--- config.mk ---
export PLATFORM = sky130hd
export DESIGN_NAME = mem_store_ctrl
export DESIGN_NICKNAME = d
export VERILOG_FILES = /design/src/rtl/riscv_mem_pkg.sv /design/src/rtl/mem_store_ctrl.sv
export SDC_FILE = /design/constraint.sdc
export NUM_CORES = 1
export LEC_CHECK = 0
export ABC_AREA = 1
export ABC_CLOCK_PERIOD_IN_PS = 5850
export CAP_MARGIN = 20
export CELL_PAD_IN_SITES_DETAIL_PLACEMENT = 0
export CELL_PAD_IN_SITES_GLOBAL_PLACEMENT = 1
export CORE_MARGIN = 2
export CORE_UTILIZATION = 33
export CTS_CLUSTER_DIAMETER = 30
export CTS_CLUSTER_SIZE = 20
export DETAILED_ROUTE_END_ITERATION = 16
export GPL_TIMING_DRIVEN = 0
export PLACE_DENSITY_LB_ADDON = 0.1
export SYNTH_ARGS = -nofsm -noshare
export SYNTH_HDL_FRONTEND = slang
export SYNTH_SLANG_ARGS = --single-unit
--- constraint.sdc ---
create_clock -name clk_in -period 5.85 [get_ports clk_in]
set_input_delay 1.17 -clock clk_in [delete_from_list [all_inputs] [get_ports clk_in]]
set_output_delay 1.17 -clock clk_in [all_outputs]
set_load 0.02 [all_outputs]
--- src/rtl/riscv_mem_pkg.sv ---
// Shared definitions for the byte-wide memory bus masters.
// Holds the store size encodings, I/O window bounds and store controller states.
package riscv_mem_pkg;

    localparam logic [1:0] SZ_B   = 2'b00;
    localparam logic [1:0] SZ_H   = 2'b01;
    localparam logic [1:0] SZ_W   = 2'b10;
    localparam logic [1:0] SZ_RSV = 2'b11;

    localparam logic [31:0] IO_BASE = 32'h0003_0000;
    localparam logic [31:0] IO_STOP = 32'h0003_0004;

    localparam logic [1:0] ST_IDLE  = 2'd0;
    localparam logic [1:0] ST_WRITE = 2'd1;
    localparam logic [1:0] ST_FIN   = 2'd2;

    // Number of bus bytes a store occupies; the reserved size moves no bytes.
    function automatic logic [2:0] size_to_count(input logic [1:0] size);
        logic [2:0] cnt;
        cnt = 3'd0;
        case (size)
            SZ_B:    cnt = 3'd1;
            SZ_H:    cnt = 3'd2;
            SZ_W:    cnt = 3'd4;
            default: cnt = 3'd0;
        endcase
        return cnt;
    endfunction

endpackage

--- src/rtl/mem_store_ctrl.sv ---
// Write-side master of the byte-wide memory bus: accepts one SB/SH/SW store
// and serialises it little-endian into single-byte write cycles.
module mem_store_ctrl
    import riscv_mem_pkg::*;
#(
    parameter int ADDR_W = 32,
    parameter int DATA_W = 32
) (
    input  logic              clk_in,
    input  logic              rst_in,
    input  logic              rdy_in,
    input  logic              req_valid_i,
    output logic              req_ready_o,
    input  logic [ADDR_W-1:0] req_addr_i,
    input  logic [DATA_W-1:0] req_data_i,
    input  logic [1:0]        req_size_i,
    input  logic              gnt_i,
    output logic [ADDR_W-1:0] mem_a_o,
    output logic [7:0]        mem_dout_o,
    output logic              mem_wr_o,
    output logic              busy_o,
    output logic              done_o,
    output logic              err_o
);

    logic [1:0]        state;
    logic [1:0]        idx;
    logic [2:0]        count_q;
    logic [ADDR_W-1:0] addr_q;
    logic [DATA_W-1:0] data_q;
    logic              err_q;

    logic              handshake;
    logic              in_write;
    logic              last_byte;
    logic [7:0]        lane;

    assign in_write    = (state == ST_WRITE) && !rst_in;
    assign req_ready_o = (state == ST_IDLE) && rdy_in && !rst_in;
    assign handshake   = req_valid_i && req_ready_o;
    assign last_byte   = ({1'b0, idx} == (count_q - 3'd1));

    assign mem_wr_o = in_write && gnt_i && rdy_in;
    assign busy_o   = (state != ST_IDLE);
    assign done_o   = (state == ST_FIN) && !rst_in;
    assign err_o    = done_o && err_q;

    // Byte-lane select for the current index, little-endian.
    always_comb begin
        lane = 8'h00;
        case (idx)
            2'd0: lane = data_q[7:0];
            2'd1: lane = data_q[15:8];
            2'd2: lane = data_q[23:16];
            2'd3: lane = data_q[31:24];
            default: lane = 8'h00;
        endcase
    end

    // Outputs are zero outside WRITE so the arbiter can OR all masters together.
    assign mem_a_o    = in_write ? (addr_q + {{(ADDR_W-2){1'b0}}, idx}) : '0;
    assign mem_dout_o = in_write ? lane : 8'h00;

    always_ff @(posedge clk_in) begin
        if (rst_in) begin
            state   <= ST_IDLE;
            idx     <= 2'd0;
            count_q <= 3'd0;
            addr_q  <= '0;
            data_q  <= '0;
            err_q   <= 1'b0;
        end else if (rdy_in) begin
            case (state)
                ST_IDLE: begin
                    if (handshake) begin
                        addr_q  <= req_addr_i;
                        data_q  <= req_data_i;
                        count_q <= size_to_count(req_size_i);
                        idx     <= 2'd0;
                        if (req_size_i == SZ_RSV) begin
                            err_q <= 1'b1;
                            state <= ST_FIN;
                        end else begin
                            err_q <= 1'b0;
                            state <= ST_WRITE;
                        end
                    end
                end
                ST_WRITE: begin
                    if (gnt_i) begin
                        idx <= idx + 2'd1;
                        if (last_byte) begin
                            state <= ST_FIN;
                        end
                    end
                end
                ST_FIN: begin
                    err_q <= 1'b0;
                    state <= ST_IDLE;
                end
                default: begin
                    state <= ST_IDLE;
                end
            endcase
        end
    end

endmodule

== Word level (Yosys, flattened, before mapping) ==
Index checks and enable logic that the tools add are counted.

* Flip-flop bits (word level): 72
* Logic and storage cells: 55

* $add $sub $neg: 3
* Equal/unequal tests: 12
* Mux-type cells: 15
* Reduce and logical (&&, ||, !) cells: 19

{| class="wikitable"
|+ Operators by type and width
! kind !! count
|-
| adder 32 x 2 -> 32 bit || 1
|-
| 2-to-1 mux 32 bit || 1
|-
| case mux 8 bit (4 select lines) || 1
|-
| 2-to-1 mux 2 bit || 6
|-
| equality test 2 bit, second input constant || 5
|-
| case mux 3 bit (3 select lines) || 1
|-
| logical AND 1 bit || 8
|-
| 2-to-1 mux 8 bit || 1
|-
| case mux 2 bit (2 select lines) || 2
|-
| AND reduction 4 bit || 2
|-
| equality test 2 x 1 -> 1 bit, second input constant || 3
|-
| logical NOT 2 bit || 3
|-
| != test 2 bit, second input constant || 3
|-
| AND reduction 3 bit || 2
|-
| nonzero test 2 bit || 3
|-
| equality test 2 x 3 -> 1 bit || 1
|-
| subtractor 3 x 1 -> 3 bit, second input constant || 1
|-
| adder 2 x 1 -> 2 bit, second input constant || 1
|-
| 2-to-1 mux 1 bit || 2
|-
| case mux 1 bit (2 select lines) || 1
|-
| logical NOT 1 bit || 1
|}

== Longest topological paths before layout ==
Gate-level depths: netlist (run 1).

* Word-level depth: 6
* Gate-level depth with buffers: 10

== Worst setup path after synthesis (run 1) ==
No wires, ideal clock.

* Path type: input-to-output
* Start point: in rst_in
* End point: out err_o
* Arrival time: 2196 ps
* Data required time: 4680 ps
* Slack: 2484 ps
* Stages: 5
* Buffers on the path: 2
* Cells stage by stage: buf_6 inv_2 buf_1 nand2_1 nor3b_1

* Word-level cells in the longest chain between the ends: 3

{| class="wikitable"
|+ Ends and longest elaborated chain
! what !! RTL line !! text
|-
| start: declaration || mem_store_ctrl.sv:10 || <nowiki>input logic rst_in,</nowiki>
|-
| logical NOT 1 bit || mem_store_ctrl.sv:45 || <nowiki>assign done_o = (state == ST_FIN) && !rst_in;</nowiki>
|-
| logical AND 1 bit || mem_store_ctrl.sv:45 ||
|-
| logical AND 1 bit || mem_store_ctrl.sv:46 || <nowiki>assign err_o = done_o && err_q;</nowiki>
|-
| end: declaration || mem_store_ctrl.sv:23 || <nowiki>output logic err_o</nowiki>
|}

No other way between the ends.

== Worst setup path in the final report (run 1) ==
* Start point: reg idx[0]
* End point: out mem_a_o[28]

* Word-level cells in the longest chain between the ends: 2

{| class="wikitable"
|+ Ends and longest elaborated chain
! what !! RTL line !! text
|-
| start: declaration || mem_store_ctrl.sv:27 || <nowiki>logic [1:0] idx;</nowiki>
|-
| start signal: assignment || mem_store_ctrl.sv:91 || <nowiki>idx <= idx + 2'd1;</nowiki>
|-
| adder 32 x 2 -> 32 bit || mem_store_ctrl.sv:61 || <nowiki>assign mem_a_o = in_write ? (addr_q + {{(ADDR_W-2){1'b0}}, idx}) : '0;</nowiki>
|-
| 2-to-1 mux 32 bit || mem_store_ctrl.sv:61 ||
|-
| end: declaration || mem_store_ctrl.sv:18 || <nowiki>output logic [ADDR_W-1:0] mem_a_o,</nowiki>
|}

No other way between the ends.

==> results.toml, run 1 <==
[synthesis]
synthesis.nets = 719
ys_ff_latch = 72
ys_seq_area_share_pct = 35.9
synth_area_leaders = "dfxtp_1, nand2_1, a21oi_1"
synth_top_area_share_pct = 35.9
avgSynthCellArea_um2 = 6.27
synth_cells = 640
synthFlopType = "dfxtp_1"
syn-cell-area_um2 = 4020
yosysMostFrequentCell = "nand2_1"
synth_warnings = 0
synth_edf_count = 0
ys_types = 28
yosys.area.top_type = "dfxtp_1"
synthTopCellsByCount = "nand2_1, a21oi_1, nor2_1, dfxtp_1, inv_1"
async_reset_ff_share_pct = 0

[cts]
clock-sinks = 72
clockRootBuffer = "clkbuf_16"
clockBufferDepth = 2
numCtsBuffers = 9
cts_tree = "done"
cts_resized = 0
clk_pin_slew_ns = 0.05
clk_latency_ns = 0.34
holdBufCountCts = 0
cts_setup_buffers = 0
h-tree-depth = 3

[sta]
hold_viol = 0
slew_violations = 0
rsz0062_at_grt = "false"
setup_viol = 0
max_freq_mhz = 244
period_share_pct = 70.0
fin_tns_setup_ns = 0
max_slew_margin_pct = 61.5
fin_skew_ns = 0.00462
finalWorstPathRequiredPeriod_ns = 4.10
worst_pin_slew_ns = 0.577

[critical_path]
cp.required_ns = 4.68
cp_data_arrival_time_ns = 2.93
crit_type = "flop to output port"
endpoint_kind = "output port"
path_max_fanout = 7
reg2reg_depth = 7
r2r_slack_ns = 4.28
critPathLaunchType = "flop"

[detailed_routing]
drcViolationCount = 0
vias = 4399
vias_per_cell = 4.80
postRouteAntennaNets = 0
wire_per_inst_um = 14.8
wl_um = 13500
drtIter0Drc = 222
dr.pass1.iters = 4

[power]
p_sw_uw = 318
vdd_drop_max_uv = 128
swShare_pct = 25.4
power.density_nw_per_um2 = 222
clkPwrFrac_pct = 44.3
combPwrFrac_pct = 13.3
p_seq_share_pct = 42.5
p_leak_nw = 1.97
p_int_uw = 933

[place]
hpwl_um = 10600
globalplace.congestion = 0.900
place_area_um2 = 5340
io_buffers = 114
dp_cells = 901

[run_status]
status = "complete, no violations"

[global_routing]
overflow = 0
grt_pass1_vias = 4404
grt_max_degree = 12
grt_pass1_wl_um = 21900
grt_usage_pct = 21.7
antenna_found_initial = 0

[finish]
layout.nets = 844
final_cell_area_um2 = 5630
diodes = 0
drive_gt1_share_pct = 5.20
areaGrowthSynthToFinish_pct = 40.2
multi_input_area_um2 = 2180
regArea_um2 = 1440
instances_no_fill = 916
n_fill_cell = 1271

[floorplanning]
die_y_um = 114
die-area_um2 = 13100
chipWidth_um = 114
core_um2 = 12000
ioPinCount = 116
initial_utilization_pct = 33.6
rows = 40

[flow_run]
max_cap_viol_count = 0

[min_path]
min_path_cells = 2
hold_class = "flop to flop"
[metrics by stage]
step | power, mW | setup slack [ns] | hold slack (ns) | utilization [%]
floorplan | 0.621 | 2.48 | 0.433 | -
finish | 1.25 | 1.75 | 0.456 | 47.1
CTS | 1.26 | 1.75 | 0.459 | 47.1
detailed placement | 0.708 | 1.94 | 0.450 | 44.6
global route | 1.30 | 1.51 | 0.473 | 47.1
global placement | 0.705 | 1.96 | 0.451 | 44.6
[critical path, cell delays in order (launching register included)]
cell	delay [ns]
dfxtp_1	0.49
ha_1	0.24
fa_1	0.20
nand2_1	0.07
nor2_1	0.27
inv_1	0.16
nor2_1	0.26
nand2_1	0.09
nand2_1	0.06
nand2_1	0.05
nor2_1	0.09
clkdlybuf4s50_1	0.61
[final timing paths]
kind                                from     endpoint
worst min register to register     err_q        err_q
worst max register to register  state[0]   addr_q[20]
worst min-delay path               err_q        err_q
worst max-delay path              idx[0]  mem_a_o[28]
[sequential cells by signal, summed over array words and instances, names as in the netlist]
name / cells
data_q: 32
idx: 2
err_q: 1
addr_q: 32
state: 2
count_q: 3
[final cells by class]
type / instances / area share [%]
Multi-Input combinational cell: 484 / 38.8
Sequential cell: 72 / 25.6
Timing Repair Buffer: 114 / 20.3
Clock buffer: 12 / 4.38
Inverter: 54 / 3.60
Buffer: 30 / 3.33
Tap cell: 147 / 3.27
Clock inverter: 3 / 0.756
[layout by cell type, fill, tap and decap left out, types with 2 or more instances in the layout]
| cell | synthesis | final |
|---|---|---|
| a21oi_1 | 92 | 92 |
| a31oi_1 | 8 | 8 |
| buf_1 | 6 | 6 |
| buf_2 | 7 | 7 |
| buf_6 | 8 | 8 |
| clkbuf_1 | 6 | 8 |
| clkbuf_16 | 0 | 9 |
| clkbuf_2 | 2 | 2 |
| clkdlybuf4s50_1 | 0 | 114 |
| dfxtp_1 | 72 | 72 |
| ha_1 | 7 | 7 |
| inv_1 | 51 | 51 |
| inv_2 | 3 | 3 |
| nand2_1 | 209 | 209 |
| nand3_1 | 26 | 26 |
| nor2_1 | 78 | 78 |
| nor2_4 | 2 | 2 |
| nor3_1 | 6 | 6 |
| o21ai_0 | 45 | 45 |
| xor2_1 | 2 | 2 |
[kinds of logic after synthesis]
logic type,count (synthesis),synth area share (%)
flops,72,35.9
buf+inv,84,9.72
fa+ha+maj,8,2.68
compound gates,146,18.5
xor+xnor,3,0.655
simple gates,327,32.5
[power groups by stage]
stage	registers, mW	clock network [mW]	logic (mW)
detailed placement	0.542	0	0.166
floorplan	0.536	0	0.0855
global route	0.534	0.583	0.185
CTS	0.531	0.562	0.167
global placement	0.541	0	0.164
finish	0.531	0.554	0.166
[layer usage]
layer,part of all wire [%],up-vias,global-route usage (%)
met1,43,1964,26.7
met5,0,-,0
li1,-,2306,-
met3,5.8,17,3.97
met2,49,112,37.1
met4,2.0,0,9.35
Power figures use the tool's default switching activity.
==> run 2: changes to the inputs <==
--- a/config.mk
+++ b/config.mk
@@ -6,12 +6,12 @@
 export NUM_CORES = 1
 export LEC_CHECK = 0
 export ABC_AREA = 1
-export ABC_CLOCK_PERIOD_IN_PS = 5850
+export ABC_CLOCK_PERIOD_IN_PS = 3300
 export CAP_MARGIN = 20
 export CELL_PAD_IN_SITES_DETAIL_PLACEMENT = 0
 export CELL_PAD_IN_SITES_GLOBAL_PLACEMENT = 1
 export CORE_MARGIN = 2
-export CORE_UTILIZATION = 33
+export CORE_UTILIZATION = 29
 export CTS_CLUSTER_DIAMETER = 30
 export CTS_CLUSTER_SIZE = 20
 export DETAILED_ROUTE_END_ITERATION = 16
==> constraint.sdc (replaced) <==
create_clock -name clk_in -period 3.3 [get_ports clk_in]
set_input_delay 0.66 -clock clk_in [delete_from_list [all_inputs] [get_ports clk_in]]
set_output_delay 0.66 -clock clk_in [all_outputs]
set_load 0.02 [all_outputs]
==> run 2 against run 1 <==
Compared with the run above: clock power grew 90%; register-to-register slack worse by 2.4 ns; clock-buffer cell count is 2 lower; non-clock buffer count rose by 1; worst hold slack improved by 0.0050 ns; power up 83%; largest power group unchanged; first-iteration DRC count increased by 46%; die area up 13%; setup slack lost 1.6 ns; combinational power is 77% higher.
==> results.toml, run 2 (synthesis gave the netlist of run 1 again) <==
[global_routing]
grt_pass1_vias = 4390
grt_max_degree = 13
grt_pass1_wl_um = 21700
antenna_found_initial = 0
grt_usage_pct = 19.3
overflow = 0

[finish]
final_cell_area_um2 = 5740
layout.cells.most_common = "nand2_1"
instances_no_fill = 946
diodes = 0
layout_common_cells = "nand2_1, clkdlybuf4s50_1, a21oi_1, nor2_1, dfxtp_1"
drive_gt1_share_pct = 7.27
utilization_pct = 42.8
multi_input_area_um2 = 2220
layout.nets = 845
reg.largest.list = "addr_q (32), data_q (32), count_q (3)"
n_fill_cell = 1468
areaGrowthSynthToFinish_pct = 43.0
regArea_um2 = 1440

[sta]
setup_ws_ns = 0.199
fin_tns_setup_ns = 0
rsz0062_at_grt = "false"
whs_ns = 0.461
finalWorstPathRequiredPeriod_ns = 3.10
period_share_pct = 94.0
max_slew_margin_pct = 61.3
hold_viol = 0
max_freq_mhz = 322
worst_pin_slew_ns = 0.581
setup_viol = 0
fin_skew_ns = 0.00403
slew_violations = 0

[detailed_routing]
drcViolationCount = 0
wire_per_inst_um = 14.9
drtIter0Drc = 324
wl_um = 14100
dr.pass1.iters = 5
vias_per_cell = 4.73
postRouteAntennaNets = 0
vias = 4479

[place]
dpl_worst_slack_ns = 0.0280
place_area_um2 = 5380
globalplace.congestion = 0.889
hpwl_um = 11100
io_buffers = 114
dp_cells = 930

[critical_path]
path_max_fanout = 7
critPathLaunchType = "flop"
max_stage_delay_ns = 0.62
path_cells = "ha_1, fa_1, nand2_1, inv_1, nand2_1, o21ai_0, a21oi_1, clkdlybuf4s50_1"
worstSetupStartpoint = "idx[0]"
r2r-start = "state[0]"
cp.required_ns = 2.64
cp_data_arrival_time_ns = 2.44
endpoint_kind = "output port"
cp_slowest_cell = "clkdlybuf4s50_1"
crit_type = "flop to output port"
crit_family = "buffers and inverters"
crit_path_frequent_cell = "nand2_1"
cp.buffers_inverters = 2

[power]
vdd_drop_max_uv = 231
p_leak_nw = 2.16
finalPower_mw = 2.29
power.density_nw_per_um2 = 398

[floorplanning]
initial_utilization_pct = 30.0
chipWidth_um = 122
die-area_um2 = 14800
die_y_um = 122
ioPinCount = 116
core_um2 = 13400
rows = 42

[min_path]
min-delay-start = "data_q[5]"
hold_class = "flop to flop"

[cts]
clk_pin_slew_ns = 0.06
holdBufCountCts = 0
clock-sinks = 72
clockRootBuffer = "clkbuf_16"
clk_latency_ns = 0.34
clockBufferDepth = 2
h-tree-depth = 3
cts_tree = "done"
numCtsBuffers = 9

[flow_run]
max_cap_viol_count = 0

[run_status]
status = "complete, no violations"
==> run 2: cell count changes in the layout (fill, tap and decap cells not counted), sizes merged <==
cell           before  now
buf                22   23
bufinv              1    2
clkdlybuf4s50     114   98
clkinv              1    0
clkinvlp            1    3
dlygate4sd2         0    6
dlymetal6s2s        0    8
==> run 2: worst min-delay path: cells and delay by family (launching register included) <==
kind,cells,cell delay [ns]
AO/OA/AOI/OAI,1,0.05
flip-flops,1,0.30
AND/OR/NAND/NOR,1,0.06
==> run 2: what timing repair did <==
action | CTS | global route
setup buffers | 0 | 1
cloned | 0 | 0
endpoints found under the setup margin | 18 | 24
pin swaps | 1 | 1
gates resized for setup | 18 | 17
==> run 2: final cells by class <==
class / count / share of cell area, %
buffer: 30 / 3.27
clock buffer: 10 / 3.99
clock inverter: 5 / 1.44
inverter: 54 / 3.53
multi-input combinational: 484 / 38.7
sequential: 72 / 25.2
tap: 176 / 3.84
timing repair buffer: 115 / 20.1
==> run 2: power by group <==
group | leakage (nW) | internal [mW] | switching, mW
clock | 0.141 | 0.658 | 0.392
combinational | 1.43 | 0.144 | 0.150
sequential | 0.587 | 0.909 | 0.0327
total | 2.16 | 1.71 | 0.575
==> run 2: metal layers <==
metal	routed length (um)	GRT usage, %	up-vias
li1	-	-	2310
met1	6480	24.2	2040
met2	6750	32.8	115
met3	610	3.65	14
met4	244	7.54	0
met5	0	0	-
==> run 2: final timing paths <==
path | endpoint | slack, ns | cells after the start
setup reg to reg | addr_q[2] | 1.85 | 8
setup / recovery | mem_a_o[6] | 0.20 | 8
hold / removal | data_q[5] | 0.46 | 2
hold reg to reg | data_q[5] | 0.46 | 2
